[src/rtl/ag_pkg.sv]
// Shared types and constants for the output-buffer address sequencer.
package ag_pkg;

  // Address stepping mode applied each time the channel rotation wraps.
  typedef enum logic [1:0] {
    AG_LINEAR = 2'd0,
    AG_WRAP   = 2'd1,
    AG_STRIDE = 2'd2,
    AG_RSVD   = 2'd3
  } ag_mode_e;

  typedef enum logic [1:0] {
    AG_IDLE = 2'd0,
    AG_RUN  = 2'd1,
    AG_DONE = 2'd2
  } ag_state_e;

  // Default job length is AG_WDEPTH beats per output channel.
  localparam int unsigned AG_WDEPTH = 27;

endpackage

[src/rtl/ag_mod_incr.sv]
// Combinational next-address generator for the output-buffer sequencer.
module ag_mod_incr
  import ag_pkg::*;
#(
  parameter int unsigned ADDR_W = 8
) (
  input  logic [1:0]        mode_i,
  input  logic [ADDR_W-1:0] addr_i,
  input  logic [ADDR_W-1:0] stride_i,
  input  logic [ADDR_W-1:0] depth_i,
  output logic [ADDR_W-1:0] addr_o
);

  logic [ADDR_W:0] sum;
  logic [ADDR_W:0] folded;
  logic            at_last;

  // Step the address by mode; the extra sum bit keeps the stride wrap free of overflow.
  always_comb begin
    sum     = {1'b0, addr_i} + {1'b0, stride_i};
    folded  = sum;
    at_last = (addr_i == depth_i - ADDR_W'(1));
    addr_o  = addr_i;
    if (sum >= {1'b0, depth_i}) begin
      folded = sum - {1'b0, depth_i};
    end
    unique case (ag_mode_e'(mode_i))
      AG_LINEAR: addr_o = at_last ? addr_i : addr_i + ADDR_W'(1);
      AG_WRAP:   addr_o = at_last ? '0 : addr_i + ADDR_W'(1);
      AG_STRIDE: addr_o = folded[ADDR_W-1:0];
      default:   addr_o = addr_i;
    endcase
  end

endmodule

[src/rtl/ag_out_seq.sv]
// Address/channel sequencer for the systolic-array output buffer: issues one
// (address, channel) beat per un-stalled cycle for a configured job length.
module ag_out_seq
  import ag_pkg::*;
#(
  parameter int unsigned ADDR_W    = 8,
  parameter int unsigned N_CH      = 4,
  parameter int unsigned DEPTH_MAX = 82,
  parameter int unsigned CNT_W     = 16
) (
  input  logic                    sys_clk,
  input  logic                    reset_n,
  input  logic                    start,
  input  logic                    clear,
  input  logic                    stall,
  input  logic [1:0]              cfg_mode,
  input  logic [ADDR_W-1:0]       cfg_depth,
  input  logic [ADDR_W-1:0]       cfg_stride,
  input  logic [CNT_W-1:0]        cfg_len,
  output logic [ADDR_W-1:0]       address,
  output logic [$clog2(N_CH)-1:0] ch_sel,
  output logic                    addr_vld,
  output logic                    busy,
  output logic                    done,
  output logic                    err
);

  localparam int unsigned CH_W = $clog2(N_CH);
  localparam logic [CH_W-1:0] ChLast = CH_W'(N_CH - 1);

  ag_state_e         state_q, state_d;
  ag_mode_e          mode_q;
  logic [ADDR_W-1:0] depth_q, stride_q;
  logic [CNT_W-1:0]  len_q;
  logic [CNT_W-1:0]  cnt_q, cnt_d;
  logic [ADDR_W-1:0] addr_q, addr_d, addr_nxt;
  logic [CH_W-1:0]   ch_q, ch_d;
  logic              vld_q, vld_d;
  logic              busy_q, busy_d;
  logic              done_q, done_d;
  logic              err_q, err_d;
  logic              cfg_ok;
  logic              cfg_ld;

  ag_mod_incr #(
    .ADDR_W (ADDR_W)
  ) u_incr (
    .mode_i   (mode_q),
    .addr_i   (addr_q),
    .stride_i (stride_q),
    .depth_i  (depth_q),
    .addr_o   (addr_nxt)
  );

  // Reject any configuration the sequencer cannot walk safely.
  always_comb begin
    cfg_ok = 1'b1;
    if (cfg_depth == '0 || cfg_depth > ADDR_W'(DEPTH_MAX)) cfg_ok = 1'b0;
    if (cfg_len == '0) cfg_ok = 1'b0;
    if (ag_mode_e'(cfg_mode) == AG_RSVD) cfg_ok = 1'b0;
    if (ag_mode_e'(cfg_mode) == AG_STRIDE &&
        (cfg_stride == '0 || cfg_stride >= cfg_depth)) cfg_ok = 1'b0;
  end

  // Next-state and registered-output logic; clear overrides everything.
  always_comb begin
    state_d = state_q;
    cnt_d   = cnt_q;
    addr_d  = addr_q;
    ch_d    = ch_q;
    vld_d   = vld_q;
    busy_d  = busy_q;
    done_d  = 1'b0;
    err_d   = 1'b0;
    cfg_ld  = 1'b0;
    if (clear) begin
      state_d = AG_IDLE;
      cnt_d   = '0;
      addr_d  = '0;
      ch_d    = '0;
      vld_d   = 1'b0;
      busy_d  = 1'b0;
    end else begin
      unique case (state_q)
        AG_IDLE: begin
          if (start) begin
            if (cfg_ok) begin
              state_d = AG_RUN;
              cfg_ld  = 1'b1;
              cnt_d   = '0;
              addr_d  = '0;
              ch_d    = '0;
              vld_d   = !stall;
              busy_d  = 1'b1;
            end else begin
              err_d = 1'b1;
            end
          end
        end
        AG_RUN: begin
          // A beat is consumed only in a cycle where it was presented valid.
          if (vld_q) begin
            if (cnt_q == len_q - CNT_W'(1)) begin
              state_d = AG_DONE;
              done_d  = 1'b1;
              busy_d  = 1'b0;
              vld_d   = 1'b0;
              addr_d  = '0;
              ch_d    = '0;
              cnt_d   = '0;
            end else begin
              cnt_d = cnt_q + CNT_W'(1);
              if (ch_q == ChLast) begin
                ch_d   = '0;
                addr_d = addr_nxt;
              end else begin
                ch_d = ch_q + CH_W'(1);
              end
              vld_d = !stall;
            end
          end else begin
            vld_d = !stall;
          end
        end
        AG_DONE: begin
          state_d = AG_IDLE;
        end
        default: begin
          state_d = AG_IDLE;
          vld_d   = 1'b0;
          busy_d  = 1'b0;
        end
      endcase
    end
  end

  // State, counters, outputs and the job configuration latched on start.
  always_ff @(posedge sys_clk or negedge reset_n) begin
    if (!reset_n) begin
      state_q  <= AG_IDLE;
      mode_q   <= AG_LINEAR;
      depth_q  <= '0;
      stride_q <= '0;
      len_q    <= '0;
      cnt_q    <= '0;
      addr_q   <= '0;
      ch_q     <= '0;
      vld_q    <= 1'b0;
      busy_q   <= 1'b0;
      done_q   <= 1'b0;
      err_q    <= 1'b0;
    end else begin
      state_q <= state_d;
      cnt_q   <= cnt_d;
      addr_q  <= addr_d;
      ch_q    <= ch_d;
      vld_q   <= vld_d;
      busy_q  <= busy_d;
      done_q  <= done_d;
      err_q   <= err_d;
      if (cfg_ld) begin
        mode_q   <= ag_mode_e'(cfg_mode);
        depth_q  <= cfg_depth;
        stride_q <= cfg_stride;
        len_q    <= cfg_len;
      end
    end
  end

  assign address  = addr_q;
  assign ch_sel   = ch_q;
  assign addr_vld = vld_q;
  assign busy     = busy_q;
  assign done     = done_q;
  assign err      = err_q;

endmodule

[config.mk]
export PLATFORM = sky130hd
export DESIGN_NAME = ag_out_seq
export DESIGN_NICKNAME = d
export VERILOG_FILES = /design/src/rtl/ag_pkg.sv /design/src/rtl/ag_mod_incr.sv /design/src/rtl/ag_out_seq.sv
export SDC_FILE = /design/constraint.sdc
export NUM_CORES = 1
export LEC_CHECK = 0
export ABC_CLOCK_PERIOD_IN_PS = 4850
export BUFFER_PORTS_ARGS = -buffer_cell sky130_fd_sc_hd__buf_2
export CAP_MARGIN = 20
export CORE_ASPECT_RATIO = 1.4
export CORE_MARGIN = 1
export CORE_UTILIZATION = 55
export DETAILED_ROUTE_END_ITERATION = 7
export PLACE_DENSITY = 0.72
export SYNTH_ARGS = -nofsm -noshare
export SYNTH_HDL_FRONTEND = slang
export SYNTH_SLANG_ARGS = --single-unit
[constraint.sdc]
create_clock -name sys_clk -period 4.85 [get_ports sys_clk]
set_input_delay 0.97 -clock sys_clk [delete_from_list [all_inputs] [get_ports sys_clk]]
set_output_delay 0.97 -clock sys_clk [all_outputs]
set_load 0.05 [all_outputs]
==> results of run 1 <==
power groups by stage:
stage	logic (mW)	clock network, mW	registers [mW]
floorplan	0.618	0	0.723
global placement	0.756	0	0.754
detailed placement	0.774	0	0.757
CTS	0.786	0.749	0.748
global route	0.878	0.769	0.760
finish	0.789	0.736	0.748
metrics by stage:
| stage | hold slack [ps] | std cells | setup slack (ps) | util | cell area [sq um] |
|---|---|---|---|---|---|
| final | 512 | 674 | 806 | 0.641 | 5490 |
| after global routing | 528 | 674 | 497 | 0.641 | 5490 |
| after CTS | 514 | 673 | 800 | 0.641 | 5480 |
| after detailed placement | 503 | 657 | 940 | 0.602 | 5150 |
| after global placement | 494 | 657 | 1080 | 0.602 | 5150 |
| after floorplan | 454 | 514 | 1110 | - | 4840 |
state kept, by name (all words and copies together) (netlist names):
name,cells
stride_q,8
state_q,2
mode_q,2
len_q,16
depth_q,8
addr_vld,1
cnt_q,16
address,8
done,1
busy,1
ch_sel,2
err,1
worst max-delay path: stages, from the launching register on:
cell and delay, ps:
sky130_fd_sc_hd__dfrtp_1 470, sky130_fd_sc_hd__ha_1 280, sky130_fd_sc_hd__fa_1 400, sky130_fd_sc_hd__nand2_1 100, sky130_fd_sc_hd__a21oi_1 100, sky130_fd_sc_hd__nor3_1 220
sky130_fd_sc_hd__a2bb2oi_1 270, sky130_fd_sc_hd__ha_1 310, sky130_fd_sc_hd__nand4_1 90, sky130_fd_sc_hd__nor2_1 50, sky130_fd_sc_hd__a2111oi_1 600, sky130_fd_sc_hd__nand2_1 430
sky130_fd_sc_hd__mux2i_1 280, sky130_fd_sc_hd__a32oi_1 120, sky130_fd_sc_hd__o31ai_1 220
cells in the mapped netlist, drive strengths merged, types with 8 or more instances:
cell type / number / share of area
nor4: 15 / 0.021
xor2: 18 / 0.033
o21ai: 27 / 0.028
nand2: 38 / 0.031
mux2i: 9 / 0.019
nor3: 13 / 0.019
inv: 33 / 0.026
nand4: 9 / 0.013
ha: 32 / 0.083
mux2: 27 / 0.064
a21oi: 19 / 0.020
dfrtp: 66 / 0.34
nor2: 37 / 0.029
a21o: 9 / 0.014
buf: 9 / 0.014
nand3: 18 / 0.019
and3: 8 / 0.010
xnor2: 32 / 0.058
layout by cell type, fill, tap and decap left out, types with 3 or more instances in the layout:
master and instances:
sky130_fd_sc_hd__xnor2_1 32, sky130_fd_sc_hd__nor3_1 10, sky130_fd_sc_hd__o21a_1 3, sky130_fd_sc_hd__bufinv_16 3, sky130_fd_sc_hd__xor2_1 18, sky130_fd_sc_hd__nor4_1 14, sky130_fd_sc_hd__or3_1 6, sky130_fd_sc_hd__nor2b_1 7
sky130_fd_sc_hd__mux2_2 26, sky130_fd_sc_hd__clkinv_2 3, sky130_fd_sc_hd__o211ai_1 5, sky130_fd_sc_hd__a211o_1 4, sky130_fd_sc_hd__nor3b_1 4, sky130_fd_sc_hd__a21oi_1 19, sky130_fd_sc_hd__and3_1 8, sky130_fd_sc_hd__a21o_1 9
sky130_fd_sc_hd__a22o_1 3, sky130_fd_sc_hd__nand3_1 18, sky130_fd_sc_hd__nand2_1 36, sky130_fd_sc_hd__inv_1 33, sky130_fd_sc_hd__buf_2 52, sky130_fd_sc_hd__nand2b_1 3, sky130_fd_sc_hd__nor2_1 36, sky130_fd_sc_hd__a211oi_1 6
sky130_fd_sc_hd__o2bb2ai_1 3, sky130_fd_sc_hd__dfrtp_1 66, sky130_fd_sc_hd__o21ai_0 26, sky130_fd_sc_hd__clkbuf_16 9, sky130_fd_sc_hd__nand4_1 8, sky130_fd_sc_hd__ha_1 32, sky130_fd_sc_hd__mux2i_1 9, sky130_fd_sc_hd__o21bai_1 4
final cells by class:
cell class	count	area, sq um	share of cell area
Multi-Input combinational cell	399	2970	0.541
Sequential cell	66	1650	0.301
Timing Repair Buffer	55	280	0.0511
Clock buffer	10	229	0.0417
Tap cell	105	131	0.0239
Inverter	33	124	0.0226
Clock inverter	6	105	0.0191
metal layers:
metal | global-route usage | routed length [um] | up-vias | share of wire
li1 | - | - | 1969 | -
met1 | 0.297 | 4490 | 1994 | 0.39
met2 | 0.520 | 6470 | 90 | 0.56
met3 | 0.0444 | 358 | 25 | 0.031
met4 | 0.105 | 274 | 0 | 0.024
met5 | 0 | 0 | - | 0
path summary, 6_finish.rpt:
kind,start,end,depth (start not counted)
max in group asynchronous,reset_n,depth_q[6],2
hold reg to reg,stride_q[6],stride_q[6],1
setup reg to reg,address[0],address[1],14
hold / removal,stride_q[6],stride_q[6],1
setup / recovery,address[0],address[1],14
min in group asynchronous,reset_n,address[2],1
cell families after synthesis:
logic type               Yosys count  synth area share
flip-flops                        66             0.342
adder cells (fa/ha/maj)           34            0.0911
multiplexers                      36            0.0823
buffers and inverters             49            0.0448
XOR/XNOR                          50            0.0906
AO/OA/AOI/OAI                    107             0.155
AND/OR/NAND/NOR                  172             0.195
==> reports/summary.txt, run 1 <==
Post-CTS setup buffer count = 0
Sinks on the clock net = 66
Cell Int Power = 1.50 mW
Critical path peak fanout = 8
Post-DP HPWL = 8870 um
Placeable core area = 0.00856 sq mm
Worst clock skew = 9.10 ps
Sum of routed wire length over all layers = 11600 um
Number of top-level design ports = 53
Post-synthesis instance area = 0.00484 sq mm
Async SR Flop Fraction = 1.00
Resized cells post-CTS = 0
Clock tree from TritonCTS = done
Layout fillers = 732
Source-to-sink clock delay at the later pin of the worst-skew pair = 340 ps
Count of vias placed by the detailed router = 4078
CTS buffer count = 9
Layout net count = 637
Number of storage elements in the synthesis netlist = 66
Grt total ovfl = 0
Flip-flop cell with the highest count after synthesis = sky130_fd_sc_hd__dfrtp_1
Detailed-route wire length per cell = 17.2 um
Number of H-tree levels = 3
# Max-Cap Violations = 0
Area of the die = 0.00918 sq mm
Synthesis warning total = 0
Detailed-routing iteration count for the pre-antenna-repair pass = 4
Site Rows = 40
Synth Instances = 514
Height of the die = 113 um
Fraction of power consumed by sequential logic = 0.329
Vias in the first global route = 4000
Shortest clock period the worst path allows after layout = 4040 ps
Status = finished clean
# DRC = 0
Sequential element share of the synthesized area = 0.342
Starting density of the core = 0.565
Antenna violations before repair = 0
Worst setup slack for register-to-register paths = 810 ps
Setup Crit Path Kind = register to register
Largest net degree at the start of global routing = 42
Worst EP required = 5080 ps
Number of distinct library cells after synthesis = 69
Average footprint of a synthesized cell = 9.41 sq um
Share of post-route cells with drive strength above 1 = 0.200
Total Negative Setup Slacks = 0 ps
Tot Pwr = 2.27 mW
RSZ-0062 raised after global routing = no
Relative slew margins = 0.358
Max Transition Viols Final = 0
Sw Share = 0.340
Fmax = 0.247 GHz
Routability congestion estimate = 0.955
DIE WIDTH = 81.3 um
Setup Viol. Count Final = 0
Static leakage power = 2.55 nW
Buffers on Ports = 52
Synthesized Nets = 587
Number of design-rule violations left by the first detailed-router iteration = 198
First-pass GRT wire length = 19000 um
Inserted Diodes = 0
Number of endpoints with negative hold slack in the final report = 0
Clock Tree Buf Depth = 2
Max IR drop VDD = 0.000300 V
Tcrit/Tclk final = 0.834
Antenna-violating nets left = 0
Combinational share of power = 0.347
Power density normalized to cell area = 414 mW/mm^2
Area added between synthesis and finish = 13.5%
Relative contribution of the clock network to total power = 0.324
Buffer type at the clock tree root = sky130_fd_sc_hd__clkbuf_16
Overall track demand over capacity in global routing = 0.276
Sw Pwr = 774 uW
Clk slew on worst S/H paths = 50 ps
Detailed-route vias per instance = 6.05
Critical path arrival = 4280 ps
Path type of the worst min-delay path = register to register
Actual slew at the worst max-slew pin = 962 ps
Quantity of hold-fixing buffers added after cts = 0
Kind of start point of the critical path = register
Kind of end point of the critical path = register
Number of enable-type register cells in the synthesized netlist = 0
(Power assumes the default switching activity.)
==> run 2, diff against run 1 <==
--- a/config.mk
+++ b/config.mk
@@ -5,14 +5,15 @@
 export SDC_FILE = /design/constraint.sdc
 export NUM_CORES = 1
 export LEC_CHECK = 0
-export ABC_CLOCK_PERIOD_IN_PS = 4850
+export ABC_AREA = 1
+export ABC_CLOCK_PERIOD_IN_PS = 3500
 export BUFFER_PORTS_ARGS = -buffer_cell sky130_fd_sc_hd__buf_2
 export CAP_MARGIN = 20
 export CORE_ASPECT_RATIO = 1.4
 export CORE_MARGIN = 1
 export CORE_UTILIZATION = 55
 export DETAILED_ROUTE_END_ITERATION = 7
-export PLACE_DENSITY = 0.72
+export PLACE_DENSITY = 0.74
 export SYNTH_ARGS = -nofsm -noshare
 export SYNTH_HDL_FRONTEND = slang
 export SYNTH_SLANG_ARGS = --single-unit
==> constraint.sdc (replaced) <==
create_clock -name sys_clk -period 3.5 [get_ports sys_clk]
set_input_delay 0.7 -clock sys_clk [delete_from_list [all_inputs] [get_ports sys_clk]]
set_output_delay 0.7 -clock sys_clk [all_outputs]
set_load 0.05 [all_outputs]
==> run 2 against run 1 <==
Effect of this change:
- clock skew down 2.0 ps
- combinational power rose to 5.1 times the previous value
- synthesized cell count is 73% higher
- worst hold slack got worse by 130 ps
==> reports/summary.txt, run 2 <==
Post-synthesis instance area = 0.00591 sq mm (+22%)
Vias in the first global route = 5652 (+41%)
Sw Share = 0.515 (+0.175)
Largest net degree at the start of global routing = 46 (+9.5%)
Buffers on Ports = 52 (unchanged)
Number of storage elements in the synthesis netlist = 66 (unchanged)
Placeable core area = 0.0104 sq mm (+22%)
Worst setup slack for register-to-register paths = 280 ps (-530 ps)
Starting density of the core = 0.568 (+0.00336)
Number of design-rule violations left by the first detailed-router iteration = 299 (+51%)
Actual slew at the worst max-slew pin = 645 ps (-318 ps)
Sum of routed wire length over all layers = 15800 um (+37%)
Maximum single-stage delay on the critical path = 420 ps (-180 ps)
Worst setup timing slack at the placement stage = 281 ps (-659 ps)
Number of distinct library cells after synthesis = 46 (-33%)
End of the worst register-to-register path = address[3]
Setup Crit Path Kind = register to register
Sinks on the clock net = 66 (unchanged)
Detailed-route wire length per cell = 14.4 um (-16%)
Sw Pwr = 3.24 mW (+320%)
Routed length on met3 = 506 um (+41%)
Wire length on met2 = 7960 um (+23%)
Source-to-sink clock delay at the later pin of the worst-skew pair = 340 ps (about the same)
Post-DP HPWL = 12500 um (+41%)
Sequential element share of the synthesized area = 0.279 (-0.0623)
Path type of the worst min-delay path = input pin to async pin
First-pass GRT wire length = 26400 um (+39%)
Flip-flop cell with the highest count after synthesis = sky130_fd_sc_hd__dfrtp_1
Average footprint of a synthesized cell = 6.65 sq um (-29%)
Static leakage power = 3.66 nW (+44%)
DIE WIDTH = 89.6 um (+10%)
CTS buffer count = 9 (unchanged)
Relative slew margins = 0.570 (+0.212)
Layout net count = 1026 (+61%)
Antenna violations before repair = 0 (unchanged)
Buffer type at the clock tree root = sky130_fd_sc_hd__clkbuf_16
Number of top-level design ports = 53 (unchanged)
Standard cell with the maximum stage delay on the critical path = sky130_fd_sc_hd__fa_1
Clk slew on worst S/H paths = 60 ps (about the same)
R2R cell count = 21 (+7)
Critical path arrival = 3500 ps (-780 ps)
Final Worst Setup Slack = 278 ps (-528 ps)
Detailed-route vias per instance = 5.26 (-13%)
Area added between synthesis and finish = 13.1%
Overall track demand over capacity in global routing = 0.312 (+0.0365)
Area of the die = 0.0112 sq mm (+22%)
RSZ-0062 raised after global routing = no
Post-route met1 wirelength = 6250 um (+39%)
Critical path peak fanout = 7 (-1)
Most frequent cell after synthesis = sky130_fd_sc_hd__nand2_1
Routability congestion estimate = 0.963 (+0.82%)
# Max-Cap Violations = 0 (unchanged)
Dominant cell type by area after synthesis = sky130_fd_sc_hd__dfrtp_1
Shortest clock period the worst path allows after layout = 3220 ps (-822 ps)
Cell with the most instances on the worst path = sky130_fd_sc_hd__nand3_1
Setup Viol. Count Final = 0 (unchanged)
Worst R2R Start = address[0]
Inserted Diodes = 0 (unchanged)
Async SR Flop Fraction = 1.00 (unchanged)
Combinational share of power = 0.638 (+0.291)
Most instantiated cells after synthesis = sky130_fd_sc_hd__nand2_1 (250), sky130_fd_sc_hd__inv_1 (123), sky130_fd_sc_hd__nor2_1 (108)
Highest-count cells in the layout ignoring fill and taps = sky130_fd_sc_hd__nand2_1 (248), sky130_fd_sc_hd__inv_1 (123), sky130_fd_sc_hd__nor2_1 (108), sky130_fd_sc_hd__nand3_1 (76), sky130_fd_sc_hd__dfrtp_1 (66)
Fraction of power consumed by sequential logic = 0.214 (-0.115)
Quantity of hold-fixing buffers added after cts = 0 (unchanged)
Fmax = 0.310 GHz (+26%)
Cell Int Power = 3.05 mW (+100%)
CP cell instances = ha_1 -> fa_1 -> nand3_1 -> nand3_1 -> nand3_1 -> nand3_1 -> xor2_2 -> inv_1 -> ha_4 -> a21o_1 -> nand2_1 -> nand4_1 -> inv_1 -> buf_4 -> nand3_1 -> nand2_1 -> nor2_1 -> nor2_1 -> nor2_1 -> nand3_1 -> nand2_1
Top area cells in the synthesized netlist = sky130_fd_sc_hd__dfrtp_1 (28%), sky130_fd_sc_hd__nand2_1 (16%), sky130_fd_sc_hd__inv_1 (7.8%)
Number of enable-type register cells in the synthesized netlist = 0 (unchanged)
Worst clock skew = 7.08 ps (-2.02 ps)
Synth Instances = 889 (+73%)
Top layer used by detailed routing = met4
Total Negative Setup Slacks = 0 ps (unchanged)
# DRC = 0 (unchanged)
Kind of end point of the critical path = register
Clock tree from TritonCTS = done
Share of post-route cells with drive strength above 1 = 0.145 (-0.0553)
Number of endpoints with negative hold slack in the final report = 0 (unchanged)
Worst EP required = 3780 ps (-1300 ps)
Placed cell count = 1079 (+64%)
Antenna-violating nets left = 0 (unchanged)
Synthesized Nets = 962 (+64%)
Max Transition Viols Final = 0 (unchanged)
Most common cell after layout, fill and taps aside = sky130_fd_sc_hd__nand2_1
Clock Tree Buf Depth = 2 (unchanged)
Leading registers by flop count = cnt_q x16, len_q x16
Site Rows = 44 (+10%)
Final instance count without filler cells = 1096 (+63%)
Status = finished clean
Height of the die = 125 um (+10%)
Tcrit/Tclk final = 0.921 (+0.0868)
Grt total ovfl = 0 (unchanged)
Max IR drop VDD = 0.000399 V (+33%)
Power density normalized to cell area = 941 mW/mm^2 (+130%)
Fraction of post-synthesis cell area in the top cell type by area = 0.279 (-0.0623)
Number of H-tree levels = 3 (unchanged)
Kind of start point of the critical path = register
Relative contribution of the clock network to total power = 0.148 (-0.176)
Detailed-routing iteration count for the pre-antenna-repair pass = 5 (+1)
Count of vias placed by the detailed router = 5765 (+41%)
Synthesis warning total = 0 (unchanged)
## run 2: cells by family (layout without fill, tap and decap cells)
logic type,count (synthesis),in the layout,share of synthesized area
and+or+nand+nor,513,513,0.402
buffers and inverters,153,222,0.107
AOI/OAI and AO/OA,83,83,0.0774
DFF,66,66,0.279
xor gates and xnor gates,40,40,0.0592
adders and majority gates,34,34,0.0745
## run 2: worst max-delay path by stage
stage	startpoint	to	slack [ps]	cells after the start
after floorplan	address[0]	address[1]	130	20
after global placement	address[0]	address[0]	300	20
after detailed placement	address[0]	address[7]	280	21
after CTS	address[0]	address[7]	260	21
after global routing	address[0]	address[2]	5	22
final	address[0]	address[3]	280	21
## run 2: routing by layer
layer,GRT usage,vias up
li1,-,2950
met1,0.336,2622
met2,0.526,136
met3,0.0596,57
met4,0.225,0
met5,0,-
## run 2: final cells by class
class,count,area [sq um]
fill,1002,3710
multi-input combinational,670,3670
sequential,66,1650
inverter,141,534
timing repair buffer,65,358
clock buffer,12,256
tap,138,173
clock inverter,4,50.0
## run 2: through the flow
step | utilization | area (sq um) | hold slack [ps] | power [mW]
after floorplan | - | 5910 | 404 | 4.34
after global placement | 0.609 | 6340 | 455 | 5.17
after detailed placement | 0.609 | 6340 | 476 | 5.20
after CTS | 0.639 | 6650 | 391 | 6.16
after global routing | 0.643 | 6690 | 409 | 6.91
final | 0.643 | 6690 | 383 | 6.29
## run 2: timing repair
action,CTS,global route
endpoints found under the setup margin,0,7
setup buffers,0,1
gates resized for setup,0,5
## run 2: power groups by stage
stage | registers [mW] | clock network, mW | logic [mW]
finish | 1.35 | 0.929 | 4.02
global route | 1.38 | 0.980 | 4.56
CTS | 1.34 | 0.945 | 3.88
detailed placement | 1.35 | 0 | 3.85
global placement | 1.34 | 0 | 3.83
floorplan | 1.41 | 0 | 2.93
## run 2: critical path: cells and delay by family, from the launching register on
family	cells	cell delay [ps]
simple gates	13	1110
buf+inv	3	350
fa+ha+maj	3	960
xor+xnor	1	210
flops	1	380
compound gates	1	150
